`config.mk`:
```
export PLATFORM = sky130hd
export DESIGN_NAME = adc_fft_frame_ctrl_flat
export DESIGN_NICKNAME = d
export VERILOG_FILES = /design/src/rtl/adc_fft_frame_if.sv /design/src/rtl/adc_fft_frame_ctrl.sv /design/src/flat_wrapper.sv
export SDC_FILE = /design/constraint.sdc
export NUM_CORES = 1
export LEC_CHECK = 0
export ABC_AREA = 1
export BUFFER_PORTS_ARGS = -buffer_cell sky130_fd_sc_hd__buf_4
export CAP_MARGIN = 20
export CORE_MARGIN = 3
export CORE_UTILIZATION = 35
export DETAILED_ROUTE_END_ITERATION = 10
export GPL_ROUTABILITY_DRIVEN = 0
export PLACE_DENSITY = 0.54
export SYNTH_ARGS = -nofsm -noshare
export SYNTH_HDL_FRONTEND = slang
export SYNTH_SLANG_ARGS = --single-unit
```
`constraint.sdc`:
```
create_clock -name clk -period 3.8 [get_ports clk]
set_input_delay 0.38 -clock clk [delete_from_list [all_inputs] [get_ports clk]]
set_output_delay 0.38 -clock clk [all_outputs]
set_load 0.02 [all_outputs]
```
`src/rtl/adc_fft_frame_if.sv`:
```
// ADC -> RAM -> FFT bus bundle for the ping-pong frame controller.
// master = controller side, slave = ADC front end / RAM / FFT side.
interface adc_fft_frame_if #(
    parameter int ADDR_W = 12,
    parameter int DATA_W = 8
);
    logic [DATA_W-1:0] adc_data;
    logic              adc_valid;
    logic              ram_cea;
    logic [ADDR_W-1:0] ram_ada;
    logic [DATA_W-1:0] ram_din;
    logic              ram_ceb;
    logic [ADDR_W-1:0] ram_adb;
    logic [DATA_W-1:0] ram_dout;
    logic [DATA_W-1:0] fft_tdata;
    logic              fft_tvalid;
    logic              fft_tready;
    logic              fft_tlast;

    modport master (
        input  adc_data, adc_valid, ram_dout, fft_tready,
        output ram_cea, ram_ada, ram_din, ram_ceb, ram_adb,
               fft_tdata, fft_tvalid, fft_tlast
    );

    modport slave (
        output adc_data, adc_valid, ram_dout, fft_tready,
        input  ram_cea, ram_ada, ram_din, ram_ceb, ram_adb,
               fft_tdata, fft_tvalid, fft_tlast
    );
endinterface

```
`src/rtl/adc_fft_frame_ctrl.sv`:
```
// Ping-pong frame controller: ADC samples fill one RAM bank while the other
// streams to the FFT through a 2-entry queue that hides the RAM read latency.
module adc_fft_frame_ctrl #(
    parameter int ADDR_W    = 12,
    parameter int DATA_W    = 8,
    parameter int FRAME_LEN = 2048
) (
    input  logic clk,
    input  logic rst_n,
    input  logic start,
    input  logic cont,
    output logic busy,
    output logic overflow,
    adc_fft_frame_if.master bus
);
    localparam int OFS_W = ADDR_W - 1;
    localparam logic [OFS_W-1:0] LAST_OFS = OFS_W'(FRAME_LEN - 1);

    typedef enum logic [1:0] {B_EMPTY, B_FILLING, B_FULL, B_READING} bank_e;
    typedef enum logic [1:0] {W_IDLE, W_FILL, W_WAIT} wr_st_e;
    typedef enum logic [1:0] {R_IDLE, R_STREAM, R_DRAIN} rd_st_e;

    bank_e             bank_q [2], bank_d [2];
    wr_st_e            wr_st_q, wr_st_d;
    rd_st_e            rd_st_q, rd_st_d;
    logic              wbank_q, wbank_d, rbank_q, rbank_d;
    logic [OFS_W-1:0]  wofs_q, wofs_d, rofs_q, rofs_d;
    logic              ovf_q, ovf_d;
    logic              smp_vld_q;
    logic [DATA_W-1:0] smp_data_q;
    logic              iss_q, iss_d, iss_last_q, iss_last_d;
    logic [DATA_W-1:0] qd_q [2], qd_d [2];
    logic              ql_q [2], ql_d [2];
    logic              qhead_q, qhead_d;
    logic [1:0]        qcnt_q, qcnt_d;

    logic       wr_en, pop, issue, tvalid;
    logic [2:0] occ;

    assign tvalid = (qcnt_q != 2'd0);
    assign pop    = tvalid & bus.fft_tready;
    // Occupancy the queue will have once this cycle's in-flight read lands.
    assign occ    = {1'b0, qcnt_q} + {2'b0, iss_q} - {2'b0, pop};
    assign issue  = (rd_st_q == R_STREAM) && (occ < 3'd2);
    assign wr_en  = (wr_st_q == W_FILL) && smp_vld_q && !start;

    always_comb begin
        bank_d     = bank_q;
        wr_st_d    = wr_st_q;
        rd_st_d    = rd_st_q;
        wbank_d    = wbank_q;
        rbank_d    = rbank_q;
        wofs_d     = wofs_q;
        rofs_d     = rofs_q;
        ovf_d      = ovf_q;
        iss_d      = issue;
        iss_last_d = issue && (rofs_q == LAST_OFS);
        qd_d       = qd_q;
        ql_d       = ql_q;
        qhead_d    = qhead_q;
        qcnt_d     = qcnt_q;

        if (start) ovf_d = 1'b0;

        case (wr_st_q)
            W_IDLE: if (start) begin
                if (bank_q[wbank_q] == B_EMPTY) begin
                    wr_st_d         = W_FILL;
                    bank_d[wbank_q] = B_FILLING;
                end else begin
                    wr_st_d = W_WAIT;
                end
            end
            W_FILL: if (start) begin
                wofs_d = '0;
            end else if (smp_vld_q) begin
                if (wofs_q == LAST_OFS) begin
                    bank_d[wbank_q] = B_FULL;
                    wofs_d          = '0;
                    wbank_d         = ~wbank_q;
                    if (!cont) begin
                        wr_st_d = W_IDLE;
                    end else if (bank_q[~wbank_q] == B_EMPTY) begin
                        bank_d[~wbank_q] = B_FILLING;
                    end else begin
                        wr_st_d = W_WAIT;
                    end
                end else begin
                    wofs_d = wofs_q + OFS_W'(1);
                end
            end
            W_WAIT: begin
                if (smp_vld_q && !start) ovf_d = 1'b1;
                if (bank_q[wbank_q] == B_EMPTY) begin
                    wr_st_d         = W_FILL;
                    bank_d[wbank_q] = B_FILLING;
                end
            end
            default: wr_st_d = W_IDLE;
        endcase

        // Reader only ever touches the bank the writer is not on, so its
        // updates to bank_d cannot collide with the writer's above.
        case (rd_st_q)
            R_IDLE: if (bank_q[rbank_q] == B_FULL) begin
                rd_st_d         = R_STREAM;
                bank_d[rbank_q] = B_READING;
                rofs_d          = '0;
            end
            R_STREAM: if (issue) begin
                rofs_d = rofs_q + OFS_W'(1);
                if (rofs_q == LAST_OFS) rd_st_d = R_DRAIN;
            end
            R_DRAIN: if (pop && ql_q[qhead_q]) begin
                bank_d[rbank_q] = B_EMPTY;
                rbank_d         = ~rbank_q;
                rd_st_d         = R_IDLE;
            end
            default: rd_st_d = R_IDLE;
        endcase

        // Write slot is computed from the pre-pop head; full+push implies pop.
        if (iss_q) begin
            qd_d[qhead_q ^ qcnt_q[0]] = bus.ram_dout;
            ql_d[qhead_q ^ qcnt_q[0]] = iss_last_q;
        end
        if (pop) qhead_d = ~qhead_q;
        case ({iss_q, pop})
            2'b10:   qcnt_d = qcnt_q + 2'd1;
            2'b01:   qcnt_d = qcnt_q - 2'd1;
            default: qcnt_d = qcnt_q;
        endcase
    end

    always_ff @(posedge clk or negedge rst_n) begin
        if (!rst_n) begin
            bank_q     <= '{B_EMPTY, B_EMPTY};
            wr_st_q    <= W_IDLE;
            rd_st_q    <= R_IDLE;
            wbank_q    <= 1'b0;
            rbank_q    <= 1'b0;
            wofs_q     <= '0;
            rofs_q     <= '0;
            ovf_q      <= 1'b0;
            smp_vld_q  <= 1'b0;
            smp_data_q <= '0;
            iss_q      <= 1'b0;
            iss_last_q <= 1'b0;
            qd_q       <= '{default: '0};
            ql_q       <= '{default: 1'b0};
            qhead_q    <= 1'b0;
            qcnt_q     <= 2'd0;
        end else begin
            bank_q     <= bank_d;
            wr_st_q    <= wr_st_d;
            rd_st_q    <= rd_st_d;
            wbank_q    <= wbank_d;
            rbank_q    <= rbank_d;
            wofs_q     <= wofs_d;
            rofs_q     <= rofs_d;
            ovf_q      <= ovf_d;
            smp_vld_q  <= bus.adc_valid;
            smp_data_q <= bus.adc_data;
            iss_q      <= iss_d;
            iss_last_q <= iss_last_d;
            qd_q       <= qd_d;
            ql_q       <= ql_d;
            qhead_q    <= qhead_d;
            qcnt_q     <= qcnt_d;
        end
    end

    assign bus.ram_cea    = wr_en;
    assign bus.ram_ada    = wr_en ? {wbank_q, wofs_q} : '0;
    assign bus.ram_din    = wr_en ? smp_data_q : '0;
    assign bus.ram_ceb    = issue;
    assign bus.ram_adb    = issue ? {rbank_q, rofs_q} : '0;
    assign bus.fft_tvalid = tvalid;
    assign bus.fft_tdata  = qd_q[qhead_q];
    assign bus.fft_tlast  = tvalid & ql_q[qhead_q];

    assign busy     = (wr_st_q != W_IDLE) || (rd_st_q != R_IDLE) ||
                      (bank_q[0] == B_FULL) || (bank_q[1] == B_FULL);
    assign overflow = ovf_q;
endmodule

```
`src/flat_wrapper.sv`:
```
// flat-port wrapper written by rule: the top's interface ports become plain ports
module adc_fft_frame_ctrl_flat 
#(
    parameter int ADDR_W    = 12,
    parameter int DATA_W    = 8,
    parameter int FRAME_LEN = 2048
)
  (clk, rst_n, start, cont, busy, overflow, bus_adc_data, bus_adc_valid, bus_ram_dout, bus_fft_tready, bus_ram_cea, bus_ram_ada, bus_ram_din, bus_ram_ceb, bus_ram_adb, bus_fft_tdata, bus_fft_tvalid, bus_fft_tlast);
  adc_fft_frame_if #(.ADDR_W(ADDR_W), .DATA_W(DATA_W)) bus_i ();
  input  logic clk;
  input  logic rst_n;
  input  logic start;
  input  logic cont;
  output logic busy;
  output logic overflow;
  input wire logic [$bits(bus_i.adc_data)-1:0] bus_adc_data;
  input wire logic [$bits(bus_i.adc_valid)-1:0] bus_adc_valid;
  input wire logic [$bits(bus_i.ram_dout)-1:0] bus_ram_dout;
  input wire logic [$bits(bus_i.fft_tready)-1:0] bus_fft_tready;
  output wire logic [$bits(bus_i.ram_cea)-1:0] bus_ram_cea;
  output wire logic [$bits(bus_i.ram_ada)-1:0] bus_ram_ada;
  output wire logic [$bits(bus_i.ram_din)-1:0] bus_ram_din;
  output wire logic [$bits(bus_i.ram_ceb)-1:0] bus_ram_ceb;
  output wire logic [$bits(bus_i.ram_adb)-1:0] bus_ram_adb;
  output wire logic [$bits(bus_i.fft_tdata)-1:0] bus_fft_tdata;
  output wire logic [$bits(bus_i.fft_tvalid)-1:0] bus_fft_tvalid;
  output wire logic [$bits(bus_i.fft_tlast)-1:0] bus_fft_tlast;
  assign bus_i.adc_data = bus_adc_data;
  assign bus_i.adc_valid = bus_adc_valid;
  assign bus_i.ram_dout = bus_ram_dout;
  assign bus_i.fft_tready = bus_fft_tready;
  assign bus_ram_cea = bus_i.ram_cea;
  assign bus_ram_ada = bus_i.ram_ada;
  assign bus_ram_din = bus_i.ram_din;
  assign bus_ram_ceb = bus_i.ram_ceb;
  assign bus_ram_adb = bus_i.ram_adb;
  assign bus_fft_tdata = bus_i.fft_tdata;
  assign bus_fft_tvalid = bus_i.fft_tvalid;
  assign bus_fft_tlast = bus_i.fft_tlast;
  adc_fft_frame_ctrl #(.ADDR_W(ADDR_W), .DATA_W(DATA_W), .FRAME_LEN(FRAME_LEN)) u_core (.clk(clk), .rst_n(rst_n), .start(start), .cont(cont), .busy(busy), .overflow(overflow), .bus(bus_i));
endmodule
```
======== Word-level counts from Yosys, hierarchy flattened ========
Index checks and enable logic that the tools add are counted.
operators by class
  bitwise operators ....................... 24
  equal/unequal tests ..................... 21
  $lt $le $gt $ge ......................... 10
  add/sub/neg operators ................... 6
  mux-type cells .......................... 65
  reduce and logical (&&, ||, !) cells .... 30
operator list
  cell                     number
  $mux W11                 5
  $mux W2                  24
  $mux W8                  5
  $mux W4                  9
  $mux W12                 2
  $add A11 B1 Y11 const B  2
  $eq A11 B11 Y1 const B   2
  $pmux W11 S2             1
  $bwmux W16               1
  $eq A2 B2 Y1 const B     6
  $pmux W2 S3              2
  $pmux W4 S3              1
  $reduce_bool A2 Y1       6
  $ge A2 B2 Y1 const B     5
  $logic_and A1 B1 Y1      10
  $ne A2 B1 Y1 const B     5
  $not A1 Y2               5
  $demux W8 S1             1
  $logic_not A2 Y1         4
  $lt A2 B1 Y1 const B     4
  $ne A2 B2 Y1 const B     4
  $pmux W4 S2              1
  $reduce_and A4 Y1        2
  $mux W1                  7
  25 further kinds         42
word-level totals
  bits of input ports ..................... 22
  word-level logic and storage cells ...... 175
  register bits after elaboration ......... 65

======== Longest topological paths before layout ========
Gate-level depths: netlist of run 1.
  word-level depth ........................ 17
  depth in mapped cells ................... 16
  depth with buffers taken out ............ 15

======== Worst setup path after synthesis of run 1 ========
OpenSTA, ideal clock, no wires.
  path type ............................... reg2out
  start ................................... reg u_core.qcnt_q[0]
  end ..................................... out bus_ram_adb[10]
  required time ........................... 3420 ps
  cell stages (with the launch flop) ...... 15
  slack ................................... 772 ps
  arrival time ............................ 2648 ps
  path buffers ............................ 2
  cell sequence ........................... dfrtp_1 -> buf_4 -> nor2_1 -> nor2_2 -> ha_1 -> nor2_1 -> fa_1 -> inv_1 -> nand2_1 -> o21ai_2 -> nand2_4 -> nor2_4 -> inv_2 -> buf_6 -> nor2_1
between the ends
  cells in the longest elaborated chain, start to end .. 6
  elaborated cells between the ends (all ways) .. 7
ends and longest elaborated chain
  element                   RTL line                   source
  start: declaration        adc_fft_frame_ctrl.sv:35   logic [1:0] qcnt_q, qcnt_d;
  start signal: assignment  adc_fft_frame_ctrl.sv:169  qcnt_q <= qcnt_d;
  $reduce_bool A2 Y1        adc_fft_frame_ctrl.sv:40   assign tvalid = (qcnt_q != 2'd0);
  $and A1 B1 Y1             adc_fft_frame_ctrl.sv:41   assign pop = tvalid & bus.fft_tready;
  net u_core.pop            adc_fft_frame_ctrl.sv:37   logic wr_en, pop, issue, tvalid;
  $sub A3 B1 Y3             adc_fft_frame_ctrl.sv:43   assign occ = {1'b0, qcnt_q} + {2'b0, iss_q} - {2'b0, pop};
  $lt A3 B2 Y1              adc_fft_frame_ctrl.sv:44   assign issue = (rd_st_q == R_STREAM) && (occ < 3'd2);
  $logic_and A1 B1 Y1       adc_fft_frame_ctrl.sv:44
  net bus_ram_ceb           flat_wrapper.sv:23         output wire logic [$bits(bus_i.ram_ceb)-1:0] bus_ram_ceb;
  $mux W12                  adc_fft_frame_ctrl.sv:177  assign bus.ram_adb = issue ? {rbank_q, rofs_q} : '0;
  end: declaration          flat_wrapper.sv:24         output wire logic [$bits(bus_i.ram_adb)-1:0] bus_ram_adb;
The timed path passes the listed nets, and every way through them passes these cells.

======== Final worst setup path of run 1 ========
  start ................................... reg u_core.qcnt_q[0]
  end ..................................... out bus_ram_adb[6]
between the ends
  cells in the longest elaborated chain, start to end .. 6
  elaborated cells between the ends (all ways) .. 7
ends and longest elaborated chain
  element              RTL line
  $reduce_bool A2 Y1   adc_fft_frame_ctrl.sv:40
  $and A1 B1 Y1        adc_fft_frame_ctrl.sv:41
  net u_core.pop       adc_fft_frame_ctrl.sv:37
  $sub A3 B1 Y3        adc_fft_frame_ctrl.sv:43
  $lt A3 B2 Y1         adc_fft_frame_ctrl.sv:44
  $logic_and A1 B1 Y1  adc_fft_frame_ctrl.sv:44
  $mux W12             adc_fft_frame_ctrl.sv:177
The timed path passes the listed nets, and every way through them passes these cells.

==> results of run 1 <==
-- cell usage after synthesis (all sizes together) --
| cell | instances | area share |
|---|---|---|
| clkinv | 1 | 0.0011 |
| a21oi | 13 | 0.022 |
| fa | 1 | 0.0056 |
| o21a | 1 | 0.0021 |
| o22ai | 7 | 0.012 |
| nor2 | 73 | 0.091 |
| ha | 4 | 0.014 |
| xnor2 | 3 | 0.0074 |
| a31oi | 1 | 0.0035 |
| nand4 | 8 | 0.014 |
| a22oi | 2 | 0.0042 |
| nand3b | 2 | 0.0042 |
| or2 | 2 | 0.0035 |
| inv | 78 | 0.083 |
| o211ai | 1 | 0.0021 |
| buf | 4 | 0.0099 |
| o31ai | 4 | 0.0085 |
| clkbuf | 3 | 0.0035 |
| nor3 | 13 | 0.029 |
| nand2 | 78 | 0.092 |
| o21ai | 40 | 0.059 |
| dfrtp | 65 | 0.46 |
| mux2 | 9 | 0.029 |
| a31o | 1 | 0.0025 |
| nand3 | 14 | 0.023 |
| xor2 | 6 | 0.015 |
| o32ai | 1 | 0.0025 |
-- cell families after synthesis --
group,count (synthesis),share of synthesized area
adder cells (fa/ha/maj),5,0.01975
XOR/XNOR,9,0.02222
AND/OR/NAND/NOR,190,0.2561
flip-flops,65,0.4586
multiplexers,9,0.02857
AO/OA/AOI/OAI,71,0.1178
buffers and inverters,86,0.09700
-- routing by layer --
| metal | part of all wire | up-vias | GRT usage |
|---|---|---|---|
| li1 | - | 1522 | - |
| met1 | 0.47 | 1380 | 0.2100 |
| met2 | 0.47 | 61 | 0.2302 |
| met3 | 0.045 | 7 | 0.03672 |
| met4 | 0.012 | 0 | 0.04840 |
| met5 | 0 | - | 0 |
-- power by group through the flow --
stage	logic (mW)	registers [mW]	clock network, mW
after detailed placement	1.23	0.950	0
after global placement	1.22	0.946	0
after global routing	1.36	0.960	0.719
after CTS	1.24	0.938	0.677
after floorplan	0.929	0.922	0
final	1.22	0.937	0.652
-- worst max-delay path, stage by stage, from the launching register on --
cell and delay [ns]:
dfrtp_1 0.44, nor2_1 0.21, nor2_2 0.09, ha_1 0.34, nor2_1 0.14, fa_1 0.42, inv_1 0.06, nand2_1 0.06
o21ai_2 0.15, nand2_4 0.09, nor2_4 0.13, inv_2 0.13, nor2_1 0.12, buf_4 0.15
-- stage by stage --
| stage | utilization | area [µm²] | cells |
|---|---|---|---|
| global placement | 0.4246 | 4169 | 628 |
| detailed placement | 0.4246 | 4169 | 628 |
| global route | 0.4469 | 4388 | 644 |
| CTS | 0.4469 | 4388 | 644 |
| floorplan | - | 3547 | 435 |
| finish | 0.4469 | 4388 | 644 |
-- sequential cells by signal (all words and copies together) (netlist names), 2 cells and up --
register,cells
u_core.wofs_q,11
u_core.smp_data_q,8
u_core.bank_q,4
u_core.rofs_q,11
u_core.qd_q,16
u_core.wr_st_q,2
u_core.qcnt_q,2
u_core.rd_st_q,2
u_core.ql_q,2
-- final cells by class --
cell class | count | area share
clock buffer | 9 | 0.02823
clock inverter | 7 | 0.02167
inverter | 79 | 0.06758
multi-input combinational | 284 | 0.3593
sequential | 65 | 0.3707
tap | 133 | 0.03792
timing repair buffer | 67 | 0.1146
-- path summary, 6_finish.rpt --
kind	from	end	slack, ns
max in group asynchronous	rst_n	u_core.wofs_q[3]	3.11
max	u_core.qcnt_q[0]	bus_ram_adb[6]	0.53
max reg2reg	u_core.qcnt_q[0]	u_core.rofs_q[8]	0.96
min	rst_n	u_core.smp_data_q[6]	0.14
min in group clk	bus_adc_valid	u_core.smp_vld_q	0.14
min reg2reg	u_core.iss_last_q	u_core.ql_q[0]	0.49
==> reports/qor.csv, run 1 <==
metric;value;unit
synthDistinctLibCells;42;
syn_nets;462;
whs;0.1376;ns
htree_levels;3;
cts-root-buf;clkbuf_8;
endpoint_kind;output port;
syn_to_final_growth;23.70;%
ys_seq_area_frac;0.4586;
fin_nets;533;
grt_overflow_total;0;
power_density;639.6;mW/mm²
synth.cell_area;0.003547;mm²
drv_slew;0;
diodes;0;
initial_core_util;0.3612;
grt_usage;0.1504;
r2r_cells;15;
routed_wl;7946;µm
irDropWorstVdd;354.7;µV
antenna_found_initial;0;
clk-insertion-delay-late;0.34;ns
ant_nets;0;
post-cts-setup-buffers;0;
synth.avg_cell_area;8.154;µm²
seqCellArea;0.001627;mm²
fillers;1010;
final_cell_mix;inv_1, nand2_1, buf_4, dfrtp_1, nor2_1;
hpwl;5733;µm
io_buffers;67;
min_period;3.266;ns
ios;68;
drt_pass1_iterations;5;
num_vias;2970;
drc;0;
mostFrequentLayoutCell;inv_1;
p_total;2.807;mW
outcome;complete, no violations;
wl_per_cell;12.34;µm
critPathKind;register to output port;
rsz0062_at_grt;no;
ctsResizeCount;0;
relSlewSlack;0.4350;
die_y;106.7;µm
multi_input_area;0.001577;mm²
drt-initial-drc-count;144;
fin_tns_setup;0;ns
floorplan.rows;36;
clkSinkCount;65;
setup_slack;0.5342;ns
layout-drive-gt1-share;0.2622;
max_cap_viol_count;0;
avgViaCountPerCell;4.612;
dieArea;0.01138;mm²
grt_pass1_wl;13790;µm
cts_buffer_depth;2;
setup_violations;0;
place_worst_setup_slack;0.8831;ns
hold_buffers;0;
fmax;0.3062;GHz
hp-class;input pin to async pin;
worst_pin_slew;0.8474;ns
skew;0.01071;ns
p_switching;1.143;mW
p_int;1.663;mW
crit_fanout;13;
core-area;0.009819;mm²
grt_max_degree;66;
seqPwrFrac;0.334;
cp-start-kind;register;
synth_cells;435;
p_comb_frac;0.434;
ys_ff_latch;65;
cts_tree;built;
cts_buffers;9;
clk_pin_slew;0.08;ns
leakage;2.180;nW
critical_path_required;3.42;ns
grt_pass1_vias;2944;
arrival;2.89;ns
clockPowerShare;0.232;
finalCritPeriodShare;0.8594;
yosys_warnings;0;
hold_viol;0;
die_w;106.7;µm
switching_share;0.4073;
Note: power is estimated with default switching activity, not from simulation.
==> run 2, diff against run 1 <==
--- a/config.mk
+++ b/config.mk
@@ -13,6 +13,7 @@
 export DETAILED_ROUTE_END_ITERATION = 10
 export GPL_ROUTABILITY_DRIVEN = 0
 export PLACE_DENSITY = 0.54
+export SLEW_MARGIN = 5
 export SYNTH_ARGS = -nofsm -noshare
 export SYNTH_HDL_FRONTEND = slang
 export SYNTH_SLANG_ARGS = --single-unit
==> constraint.sdc (replaced) <==
create_clock -name clk -period 4.23 [get_ports clk]
set_input_delay 0.423 -clock clk [delete_from_list [all_inputs] [get_ports clk]]
set_output_delay 0.423 -clock clk [all_outputs]
set_load 0.02 [all_outputs]
==> run 2 against run 1 <==
Effect of this change: worst hold slack improved by 0.047 ns; critical path depth unchanged; sequential share of layout area rose by 0.20 points; flip-flop and latch count did not move; critical path type unchanged; largest cell class unchanged; highest routed layer unchanged.
==> reports/qor.csv, run 2 (same netlist as run 1, synthesis figures left out) <==
metric;value;unit;change
outcome;complete, no violations;;unchanged
slowest_delay;0.45;ns;was 0.44 ns
cp_num_buf_inv;3;;unchanged
ant_nets;0;;unchanged
num_vias;2973;;was 2970
place_worst_setup_slack;1.262;ns;was 0.8831 ns
grt_usage;0.1423;;was 0.1504
cts_buffers;9;;unchanged
core-area;0.009819;mm²;unchanged
ctsResizeCount;0;;unchanged
critical_path_required;3.81;ns;was 3.42 ns
hold_buffers;0;;unchanged
irDropWorstVdd;340.5;µV;was 354.7 µV
drv_slew;0;;unchanged
diodes;0;;unchanged
cp-start-kind;register;;unchanged
floorplan.rows;36;;unchanged
clk-insertion-delay-late;0.34;ns;about the same
routed_wl;7762;µm;was 7946 µm
drc;0;;unchanged
grt_pass1_vias;2796;;was 2944
cts_tree;built;;unchanged
top_register;u_core.qd_q;;unchanged
fin_tns_setup;0;ns;unchanged
skew;0.01201;ns;was 0.01071 ns
grt_max_degree;66;;unchanged
hold_viol;0;;unchanged
grt_overflow_total;0;;unchanged
leakage;2.162;nW;was 2.180 nW
mostFrequentLayoutCell;inv_1;;unchanged
fin_nets;533;;unchanged
stdcell_count;644;;unchanged
post-cts-setup-buffers;0;;unchanged
setup_violations;0;;unchanged
layout-drive-gt1-share;0.2622;;unchanged
initial_core_util;0.3612;;unchanged
max_cap_viol_count;0;;unchanged
avgViaCountPerCell;4.616;;was 4.612
clkSinkCount;65;;unchanged
hp-class;input pin to async pin;;unchanged
io_buffers;67;;unchanged
min_period;3.321;ns;
fmax;0.3011;GHz;
hpwl;5602;µm;was 5733 µm
crit_fanout;13;;unchanged
worst_pin_slew;0.8502;ns;was 0.8474 ns
p_total;2.456;mW;was 2.807 mW
endpoint_kind;output port;;unchanged
placed_cells;628;;unchanged
htree_levels;3;;unchanged
setup_slack;0.9090;ns;was 0.5342 ns
rsz0062_at_grt;no;;unchanged
worst_path_most_repeated_cell;nor2_1;;unchanged
path_cells;nor2_1 > nor2_2 > ha_1 > nor2_1 > fa_1 > inv_1 > nand2_1 > o21ai_2 > nand2_4 > nor2_4 > inv_2 > nor2_1 > buf_4;;unchanged
drt-initial-drc-count;116;;was 144
power_density;562.8;mW/mm²;was 639.6 mW/mm²
ios;68;;unchanged
wl_per_cell;12.05;µm;was 12.34 µm
clk_pin_slew;0.08;ns;about the same
arrival;2.90;ns;was 2.89 ns
dieArea;0.01138;mm²;unchanged
drt_pass1_iterations;4;;was 5
relSlewSlack;0.4318;;was 0.4350
crit_family;simple AND/OR/NAND/NOR gates;;unchanged
reg_top3;u_core.qd_q: 16 flops, u_core.rofs_q: 11 flops, u_core.wofs_q: 11 flops;;unchanged
cts-root-buf;clkbuf_8;;unchanged
largest_reg_flops;16;;unchanged
die_y;106.7;µm;unchanged
critPathSlowestCell;dfrtp_1;;unchanged
die_w;106.7;µm;unchanged
grt_pass1_wl;13110;µm;was 13790 µm
antenna_found_initial;0;;unchanged
finalCritPeriodShare;0.7851;;
cts_buffer_depth;2;;unchanged
final_cell_mix;inv_1, nand2_1, buf_4, dfrtp_1, nor2_1;;unchanged
critPathKind;register to output port;;unchanged
syn_to_final_growth;23.03;%;was 23.70%
run 2: cell types whose count changed in the layout (fill, tap and decap cells not counted):
| cell | change |
|---|---|
| clkinvlp_4 | +2 |
| clkinv_4 | -1 |
| bufinv_16 | -1 |
run 2: report_power, final:
group	switching, mW	internal, mW	total, mW
registers	0.0843	0.759	0.843
clock network	0.250	0.271	0.521
logic	0.688	0.404	1.09
total	1.02	1.43	2.46
run 2: worst paths after layout:
kind	startpoint	to	slack, ns	cells past startpoint
max in group asynchronous	rst_n	u_core.wofs_q[3]	3.49	1
min in group clk	bus_adc_valid	u_core.smp_vld_q	0.19	1
hold / removal	rst_n	u_core.smp_vld_q	0.18	1
hold reg to reg	u_core.iss_last_q	u_core.ql_q[0]	0.49	2
setup / recovery	u_core.qcnt_q[0]	bus_ram_adb[6]	0.91	13
setup reg to reg	u_core.qcnt_q[0]	u_core.rofs_q[8]	1.39	15
run 2: through the flow:
step | instance area (µm²) | util | hold slack [ns]
after floorplan | 3547 | - | 0.1274
after global routing | 4364 | 0.4444 | 0.1638
after detailed placement | 4169 | 0.4246 | 0.4693
final | 4364 | 0.4444 | 0.1843
after global placement | 4169 | 0.4246 | 0.4628
after CTS | 4364 | 0.4444 | 0.1645
run 2: metal layers:
layer	part of all wire	GRT usage	vias up	wire length, µm
li1	-	-	1520	-
met1	0.48	0.1960	1401	3760
met2	0.47	0.2172	48	3643
met3	0.038	0.03672	4	298
met4	0.0079	0.04932	0	61
met5	0	0	-	0
run 2: final cells by class:
type / instances / area (µm²)
clock buffer: 9 / 123.9
clock inverter: 7 / 71.32
fill: 1041 / 5455
inverter: 79 / 296.5
multi-input combinational: 284 / 1577
sequential: 65 / 1627
tap: 133 / 166.4
timing repair buffer: 67 / 503.0
